[config.mk]
export PLATFORM = sky130hd
export DESIGN_NAME = bram_loader
export DESIGN_NICKNAME = d
export VERILOG_FILES = /design/src/rtl/bram_loader.sv
export SDC_FILE = /design/constraint.sdc
export NUM_CORES = 1
export LEC_CHECK = 0
export CAP_MARGIN = 15
export CORE_AREA = 2 2 106 108
export CTS_BUF_LIST = sky130_fd_sc_hd__clkbuf_16
export DETAILED_ROUTE_END_ITERATION = 16
export DIE_AREA = 0 0 108 110
export PLACE_DENSITY = 0.79
export SYNTH_ARGS = -nofsm -noshare
export SYNTH_HDL_FRONTEND = slang
export SYNTH_SLANG_ARGS = --single-unit
export TNS_END_PERCENT = 5
[constraint.sdc]
create_clock -name clk -period 3.55 [get_ports clk]
set_input_delay 0.71 -clock clk [delete_from_list [all_inputs] [get_ports clk]]
set_output_delay 0.71 -clock clk [all_outputs]
set_load 0.05 [all_outputs]
[src/rtl/bram_loader.sv]
// Boot loader: streams a data image then an instruction image into two BRAM
// write ports over a valid/ready stream, then releases the core's PC stall.
module bram_loader #(
  parameter int DATA_WIDTH = 32,
  parameter int ADDR_WIDTH = 10,
  parameter int CNT_WIDTH  = ADDR_WIDTH - 1
) (
  input  logic                  clk,
  input  logic                  rst,
  input  logic                  start,
  input  logic                  abort,
  input  logic [CNT_WIDTH-1:0]  d_count,
  input  logic [CNT_WIDTH-1:0]  i_count,
  input  logic                  s_valid,
  input  logic [DATA_WIDTH-1:0] s_data,
  output logic                  s_ready,
  output logic [ADDR_WIDTH-1:0] d_w_addr,
  output logic [DATA_WIDTH-1:0] d_w_dat,
  output logic                  d_w_enb,
  output logic [ADDR_WIDTH-1:0] i_w_addr,
  output logic [DATA_WIDTH-1:0] i_w_dat,
  output logic                  i_w_enb,
  output logic                  cpu_stall,
  output logic                  busy,
  output logic                  err
);

  localparam int DEPTH = 2 ** (ADDR_WIDTH - 2);
  localparam logic [CNT_WIDTH-1:0] DEPTH_C = CNT_WIDTH'(DEPTH);

  typedef enum logic [1:0] {IDLE, LOAD_D, LOAD_I, RUN} state_t;

  state_t                state, state_nx;
  logic [CNT_WIDTH-1:0]  d_len, i_len, word_cnt, seg_len;
  logic                  range_bad, start_ok, accept, beat, last_beat;
  logic [ADDR_WIDTH-1:0] word_addr;

  // Pure state decodes: nothing here depends combinationally on s_valid.
  assign busy      = (state == LOAD_D) || (state == LOAD_I);
  assign s_ready   = busy;
  assign cpu_stall = (state != RUN);
  assign word_addr = ADDR_WIDTH'({word_cnt, 2'b00});

  // NOTE: every signal written in always_comb gets a default first so no latch is inferred.
  always_comb begin
    state_nx  = state;
    range_bad = (d_count > DEPTH_C) || (i_count > DEPTH_C);
    // abort suppresses start everywhere, and start is ignored while loading.
    start_ok  = start && !abort && !busy;
    accept    = start_ok && !range_bad;
    // The abort cycle accepts no beat even though s_ready is still high.
    beat      = busy && s_valid && !abort;
    seg_len   = (state == LOAD_D) ? d_len : i_len;
    last_beat = beat && (word_cnt == seg_len - 1'b1);

    unique case (state)
      IDLE, RUN: begin
        if (accept) begin
          if (d_count != '0)      state_nx = LOAD_D;
          else if (i_count != '0) state_nx = LOAD_I;
          else                    state_nx = RUN;
        end else if (start_ok) begin
          state_nx = IDLE;
        end
      end
      LOAD_D: begin
        if (abort)          state_nx = IDLE;
        else if (last_beat) state_nx = (i_len != '0) ? LOAD_I : RUN;
      end
      LOAD_I: begin
        if (abort)          state_nx = IDLE;
        else if (last_beat) state_nx = RUN;
      end
      default: state_nx = IDLE;
    endcase
  end

  // NOTE: sequential state uses non-blocking assignments so all registers update together.
  always_ff @(posedge clk or negedge rst) begin
    if (!rst) state <= IDLE;
    else      state <= state_nx;
  end

  always_ff @(posedge clk or negedge rst) begin
    if (!rst) begin
      d_w_addr <= '0;
      d_w_dat  <= '0;
      d_w_enb  <= 1'b0;
      i_w_addr <= '0;
      i_w_dat  <= '0;
      i_w_enb  <= 1'b0;
      d_len    <= '0;
      i_len    <= '0;
      word_cnt <= '0;
      err      <= 1'b0;
    end else begin
      d_w_enb <= beat && (state == LOAD_D);
      i_w_enb <= beat && (state == LOAD_I);
      if (beat && (state == LOAD_D)) begin
        d_w_addr <= word_addr;
        d_w_dat  <= s_data;
      end
      if (beat && (state == LOAD_I)) begin
        i_w_addr <= word_addr;
        i_w_dat  <= s_data;
      end

      if (accept) begin
        d_len    <= d_count;
        i_len    <= i_count;
        word_cnt <= '0;
        err      <= 1'b0;
      end else if (start_ok || (busy && abort)) begin
        err <= 1'b1;
      end

      // The counter restarts at each segment boundary so k is segment-relative.
      if (beat)               word_cnt <= last_beat ? '0 : word_cnt + 1'b1;
      else if (busy && abort) word_cnt <= '0;
    end
  end

endmodule

==> results of run 1 <==
==> routing by layer <==
metal  share of wire, %  up-vias  GRT usage, %
met5                  0        -             0
met2                 51      112          33.0
li1                   -     1578             -
met3                8.2        8          8.11
met4               0.85        0          5.40
met1                 40     1717          24.1
==> layout make-up <==
type / instances / area, µm² / share of cell area (%)
Inverter: 5 / 18.8 / 0.273
Tap cell: 140 / 175 / 2.55
Clock buffer: 9 / 225 / 3.28
Sequential cell: 112 / 2800 / 40.8
Multi-Input combinational cell: 226 / 2070 / 30.1
Timing Repair Buffer: 148 / 1510 / 22.0
Clock inverter: 7 / 70.1 / 1.02
==> cell usage after synthesis, drive strengths merged <==
cell type | instances | area, µm²
nor3b | 8 | 65.1
a2bb2oi | 1 | 15.0
xnor2 | 13 | 121
nor2 | 5 | 18.8
dfrtp | 112 | 2800
a211oi | 1 | 7.51
nor2b | 1 | 6.26
o21ai | 7 | 35.0
a21o | 4 | 30.0
nor4b | 3 | 26.3
nor3 | 6 | 35.0
o22ai | 1 | 6.26
and2 | 2 | 12.5
nand2b | 2 | 12.5
and3b | 1 | 8.76
a31oi | 1 | 6.26
nor4 | 6 | 37.5
or3 | 2 | 17.5
o31ai | 2 | 28.8
and3 | 5 | 31.3
xor2 | 2 | 17.5
o2bb2ai | 2 | 17.5
ha | 5 | 62.6
mux2 | 97 | 1090
mux2i | 9 | 90.1
a32o | 3 | 30.0
nand2 | 6 | 22.5
o21bai | 6 | 45.0
nand4 | 1 | 6.26
conb | 1 | 3.75
o221ai | 1 | 8.76
clkbuf | 11 | 41.3
or2 | 1 | 6.26
inv | 5 | 18.8
a21oi | 5 | 25.0
o2111a | 1 | 11.3
o211ai | 2 | 15.0
nand3b | 3 | 22.5
or4 | 1 | 11.3
nand3 | 5 | 25.0
buf | 11 | 92.6
a32oi | 1 | 8.76
==> state kept, by name (all words and copies together), names as in the netlist <==
register  flops
err           1
i_w_enb       1
state         2
d_w_addr      8
word_cnt      9
i_len         9
i_w_addr      8
i_w_dat      32
d_w_dat      32
d_len         9
d_w_enb       1
==> report_power, final <==
group	internal, W	total [W]	switching (W)
sequential	0.00151	0.00170	0.000190
combinational	0.000671	0.00168	0.00101
clock	0.000547	0.00100	0.000455
total	0.00273	0.00439	0.00166
==> repair_timing <==
item,CTS,global route
setup endpoints to repair,0,6
resized for setup,0,2
setup buffers,0,1
==> per-stage QoR <==
step                hold WS, ns  cells  utilization, %
global placement          0.489    630            61.2
CTS                       0.412    646            63.9
floorplan                 0.414    365               -
finish                    0.384    647            64.2
detailed placement        0.494    630            61.2
global route              0.443    647            64.2
==> worst paths after layout <==
check / slack, ns / end / cells past startpoint
worst max-delay path: 0.19 / state[1]$_DFFE_PN0P_ / 11
worst min-delay path: 0.38 / d_w_dat[26]$_DFFE_PN0P_ / 1
worst max register to register: 0.19 / state[1]$_DFFE_PN0P_ / 11
worst min register to register: 0.51 / i_w_dat[0]$_DFFE_PN0P_ / 1
max in group asynchronous: 2.41 / i_w_dat[2]$_DFFE_PN0P_ / 2
min in group clk: 0.51 / i_w_dat[0]$_DFFE_PN0P_ / 1
==> logic make-up after synthesis <==
family	share of synthesized area, %
other	0.0750
xor gates and xnor gates	2.78
buffers and inverters	3.05
adders and majority gates	1.25
muxes	23.7
AOI/OAI and AO/OA	5.81
DFF	56.1
and+or+nand+nor	7.31
==> impl_results.md, run 1 <==
- Die H: approximately 110 µm
- Initial DRC count: approximately 130
- Fin crit period: 3.36 ns
- Commonest non-fill, non-tap cell in the layout: clkdlybuf4s50_1
- Crit-path leading delay family: simple AND/OR/NAND/NOR gates
- Clock skew: around 0.0067 ns
- Power after layout: 0.00439 W
- Critical R2R Launch: state[1]$_DFFE_PN0P_
- Largest net degree at the start of global routing: between 60 and 70
- Core area: approximately 11000 µm²
- Count of TritonRoute iterations in the first routing pass: 4
- First-pass GRT wire length: about 18000 µm
- Max-Slew Margin vs Limit: between 50% and 60%
- FP Rows: 38
- Ports: 145
- Worst-Margin Slew: around 0.70 ns
- Synth Register Bits: roughly 110
- Critical Path End Type: register
- Hold crit path type: in -> async
- Worst-path clk slew: approximately 0.07 ns
- RSZ-0062 raised after global routing: no
- Design Area, Final: ~7000 µm²
- Share of layout cells above drive strength 1: between 20% and 30%
- Area delta synth->final: 37.4%
- Pwr per Cell Area: 639 nW/µm²
- Clk Latency, worst-skew pair: around 0.35 ns
- Total grt overflow: 0
- Buf/Inv on CP: 1
- Critical path class: reg -> reg
- Number of vias per cell: about 5.3
- Inserted Diodes: 0
- DP Area: between 6000 and 7000 µm²
- Gpl congestion: 0.794
- Fmax: just under 300 MHz
- ANT nets after route: 0
- Gr usage total: between 15 and 20%
- Initial Util: between 40 and 50%
- MaxCap Viol Count: 0
- Crit-path slowest cell: or4_4
- Initial antenna violation count: 0
- Setup slack after layout: roughly 0.19 ns
- Critical Path AT: roughly 3.6 ns
- Clk buf depth: 2
- Leak Pwr: between 3 and 4 nW
- Crit path launch type: register
- Crit-path max FO: 8
- Final Hold Fails: 0
- Mean area per synthesized cell: 13.8 µm²
- Post-Syn Area: between 4000 and 5000 µm²
- DR WL/cell: approximately 17 µm
- Sequential area share after synthesis: between 50% and 60%
- Die Wd: around 110 µm
- TritonCTS clock tree: yes
- CTS sink cnt: 112
- Worst EP required: about 3.8 ns
- Final #Nets: between 500 and 600
- Slew Viols, Final: 0
- Post-route DRC: 0
- Finish-stage setup viols: 0
- Vias in the first global route: 3711
- Fillers: around 800
- Post-place setup slack: approximately 0.15 ns
- Peak VDD IR: between 400 and 500 µV
- Crit path launch: state[1]$_DFFE_PN0P_
- Yosys warnings: 0
- Status: finished, final reports clean
- Hold-fix buffers at CTS: 0
- Critical-path cell list: inv_1 > ha_1 > mux2i_2 > ha_1 > xnor2_1 > xnor2_1 > nand4_1 > or4_4 > nor3_2 > a2bb2oi_2 > mux2_1
- HPWL Detailed: between 7000 and 8000 µm
- Crit share post-route: 94.6%
- Largest stage delay on the critical path: ~0.56 ns
- Htree depth: 3
- TNS Setup: 0 ns
- Post-Route WL: around 11000 µm
- Vias: 3415
- Post-synthesis cell type count: 52
- Total die area: approximately 12000 µm²
- CTS Root Cell: clkbuf_16
- CTS Buf Count: 9
- Port buffer count: 140
- Synth Instances: approximately 360
- Commonest non-fill, non-tap cells in the layout: 139 x clkdlybuf4s50_1, 112 x dfrtp_1, 96 x mux2_2
(Power assumes the default switching activity.)
==> run 2, diff against run 1 <==
--- a/config.mk
+++ b/config.mk
@@ -11,6 +11,7 @@
 export DETAILED_ROUTE_END_ITERATION = 16
 export DIE_AREA = 0 0 108 110
 export PLACE_DENSITY = 0.79
+export SETUP_SLACK_MARGIN = 0.3
 export SYNTH_ARGS = -nofsm -noshare
 export SYNTH_HDL_FRONTEND = slang
 export SYNTH_SLANG_ARGS = --single-unit
==> run 2 against run 1 <==
Combinational power grew 3%; via count is essentially flat; utilization grew 0.64 points; highest routed layer unchanged; die area is the same; clock power is essentially flat; count of clock-buffer cells in the layout is the same; worst hold slack gained 0.0014 ns; critical path type unchanged; power grew 1.7%; sequential share of layout area shrank 0.40 points; critical path depth is the same.
==> impl_results.md, run 2 (synthesis results as in run 1) <==
- Critical Path AT: 3.31 ns (-0.28 ns)
- Final #Nets: 562 (unchanged)
- CTS Root Cell: clkbuf_16
- Share of layout cells above drive strength 1: 27.4% (+1.4 points)
- Worst-path clk slew: 0.07 ns (about the same)
- Gate power share: 38.8% (+0.5 points)
- Crit-path max FO: 8 (unchanged)
- Final Hold Fails: 0 (unchanged)
- Core area: 10700 µm² (unchanged)
- Finish-stage setup viols: 0 (unchanged)
- Buf/Inv on CP: 1 (unchanged)
- CTS Buf Count: 9 (unchanged)
- Largest regs: d_w_dat (32), i_w_dat (32)
- MaxCap Viol Count: 0 (unchanged)
- Total grt overflow: 0 (unchanged)
- DR WL/cell: 17.6 µm (+1.5%)
- CTS sink cnt: 112 (unchanged)
- Critical Path End Type: register
- Clock skew: 0.00726 ns (+0.000544 ns)
- Worst EP required: 3.78 ns (about the same)
- Worst-Margin Slew: 0.662 ns (-0.0339 ns)
- Inserted Diodes: 0 (unchanged)
- Sw frac: 38.0% (+0.23 points)
- Pint: 0.00277 W (+1.4%)
- Setup slack after layout: 0.475 ns (+0.283 ns)
- Vias: 3413 (-0.059%)
- Crit-path leading delay family: simple AND/OR/NAND/NOR gates
- Pwr per Cell Area: 644 nW/µm² (+0.72%)
- Critical R2R Launch: state[1]$_DFFE_PN0P_
- Critical-path cell list: inv_1 > ha_4 > mux2i_2 > ha_4 > xnor2_1 > xnor2_1 > nand4_1 > or4_4 > nor3_2 > a2bb2oi_2 > mux2_1
- Initial antenna violation count: 0 (unchanged)
- First-pass GRT wire length: 18300 µm (+0.26%)
- Vias in the first global route: 3731 (+0.54%)
- Crit share post-route: 86.6% (-8.0 points)
- Hold crit path type: in -> async
- Initial Util: 46.7% (unchanged)
- Slew Viols, Final: 0 (unchanged)
- Crit path launch type: register
- Crit-path slowest cell: or4_4
- Clock power frac: 22.5% (-0.3 points)
- Crit path launch: state[1]$_DFFE_PN0P_
- Largest stage delay on the critical path: 0.56 ns (about the same)
- Die H: 110 µm (unchanged)
- Number of vias per cell: 5.28 (about the same)
- Fin crit period: 3.08 ns (-0.283 ns)
- Clk buf depth: 2 (unchanged)
- Gr usage total: 19.9% (+0.041 points)
- Critical path class: reg -> reg
- Post-place setup slack: 0.155 ns (unchanged)
- Commonest non-fill, non-tap cell in the layout: clkdlybuf4s50_1
- Initial DRC count: 120 (-5.5%)
- Port buffer count: 140 (unchanged)
- Ports: 145 (unchanged)
- RSZ-0062 raised after global routing: no
- Post-Route WL: 11400 µm (+1.5%)
- Post-route DRC: 0 (unchanged)
- Sw Pwr: 0.00170 W (+2.4%)
- Hold-fix buffers at CTS: 0 (unchanged)
- Largest net degree at the start of global routing: 62 (unchanged)
- Area delta synth->final: 38.8%
- Multi-input gate area: 2140 µm² (+3.3%)
- Total die area: 11900 µm² (unchanged)
- Htree depth: 3 (unchanged)
- HPWL Detailed: 7960 µm (unchanged)
- Fillers: 806 (-1.6%)
- TritonCTS clock tree: yes
- Die Wd: 108 µm (unchanged)
- Commonest non-fill, non-tap cells in the layout: 139 x clkdlybuf4s50_1, 112 x dfrtp_1, 96 x mux2_2
- Reg area: 2800 µm² (unchanged)
- Register share of total power: 38.7% (about the same)
- Leak Pwr: 3.06 nW (+0.31%)
- Count of TritonRoute iterations in the first routing pass: 5 (+1)
- Clk Latency, worst-skew pair: 0.35 ns (about the same)
- FP Rows: 38 (unchanged)
- ANT nets after route: 0 (unchanged)
- Status: finished, final reports clean
- Fmax: 325 MHz (+9.2%)
- Max-Slew Margin vs Limit: 55.9% (+3.6 points)
- Gpl congestion: 0.794 (unchanged)
- TNS Setup: 0 ns (unchanged)
- Peak VDD IR: 479 µV (about the same)
==> run 2: power by group through the flow <==
stage | registers, W | clock network, W | logic (W)
2_1_floorplan | 0.00222 | 0 | 0.000608
3_3_place_gp | 0.00171 | 0 | 0.00164
3_5_place_dp | 0.00172 | 0 | 0.00167
4_1_cts | 0.00170 | 0.00104 | 0.00170
5_1_grt | 0.00176 | 0.00109 | 0.00183
6_report | 0.00173 | 0.00100 | 0.00173
==> run 2: cell type report <==
| type | instances | share of cell area, % |
|---|---|---|
| clock buffer | 9 | 3.25 |
| clock inverter | 7 | 1.01 |
| inverter | 5 | 0.271 |
| multi-input combinational | 226 | 30.8 |
| sequential | 112 | 40.4 |
| tap | 140 | 2.53 |
| timing repair buffer | 148 | 21.8 |
==> run 2: what timing repair did <==
item / CTS / global route
endpoints found under the setup margin: 11 / 6
setup buffers: 1 / 0
pin swaps: 1 / 1
gates resized for setup: 4 / 9
==> run 2: path summary, 6_finish.rpt <==
check | slack [ns] | end | depth (start not counted)
setup / recovery | 0.47 | state[1]$_DFFE_PN0P_ | 11
min in group clk | 0.51 | i_w_dat[0]$_DFFE_PN0P_ | 1
setup reg to reg | 0.47 | state[1]$_DFFE_PN0P_ | 11
hold / removal | 0.39 | d_w_dat[26]$_DFFE_PN0P_ | 1
hold reg to reg | 0.51 | i_w_dat[0]$_DFFE_PN0P_ | 1
max in group asynchronous | 2.40 | i_w_addr[6]$_DFFE_PN0P_ | 2
==> run 2: routing by layer <==
layer	vias to the layer above	part of all wire, %	global-route usage (%)
met5	-	0	0
met4	0	1.3	5.40
met3	14	8.7	8.17
met2	116	50	33.3
met1	1704	40	23.9
li1	1579	-	-
==> run 2: stage by stage <==
| stage | instances | instance area (µm²) | hold slack, ns | power, W | utilization [%] |
|---|---|---|---|---|---|
| floorplan | 365 | 5010 | 0.414 | 0.00283 | - |
| detailed placement | 630 | 6540 | 0.494 | 0.00339 | 61.2 |
| global placement | 630 | 6540 | 0.489 | 0.00335 | 61.2 |
| global route | 647 | 6940 | 0.443 | 0.00469 | 64.8 |
| finish | 647 | 6940 | 0.386 | 0.00447 | 64.8 |
| CTS | 647 | 6870 | 0.412 | 0.00444 | 64.2 |
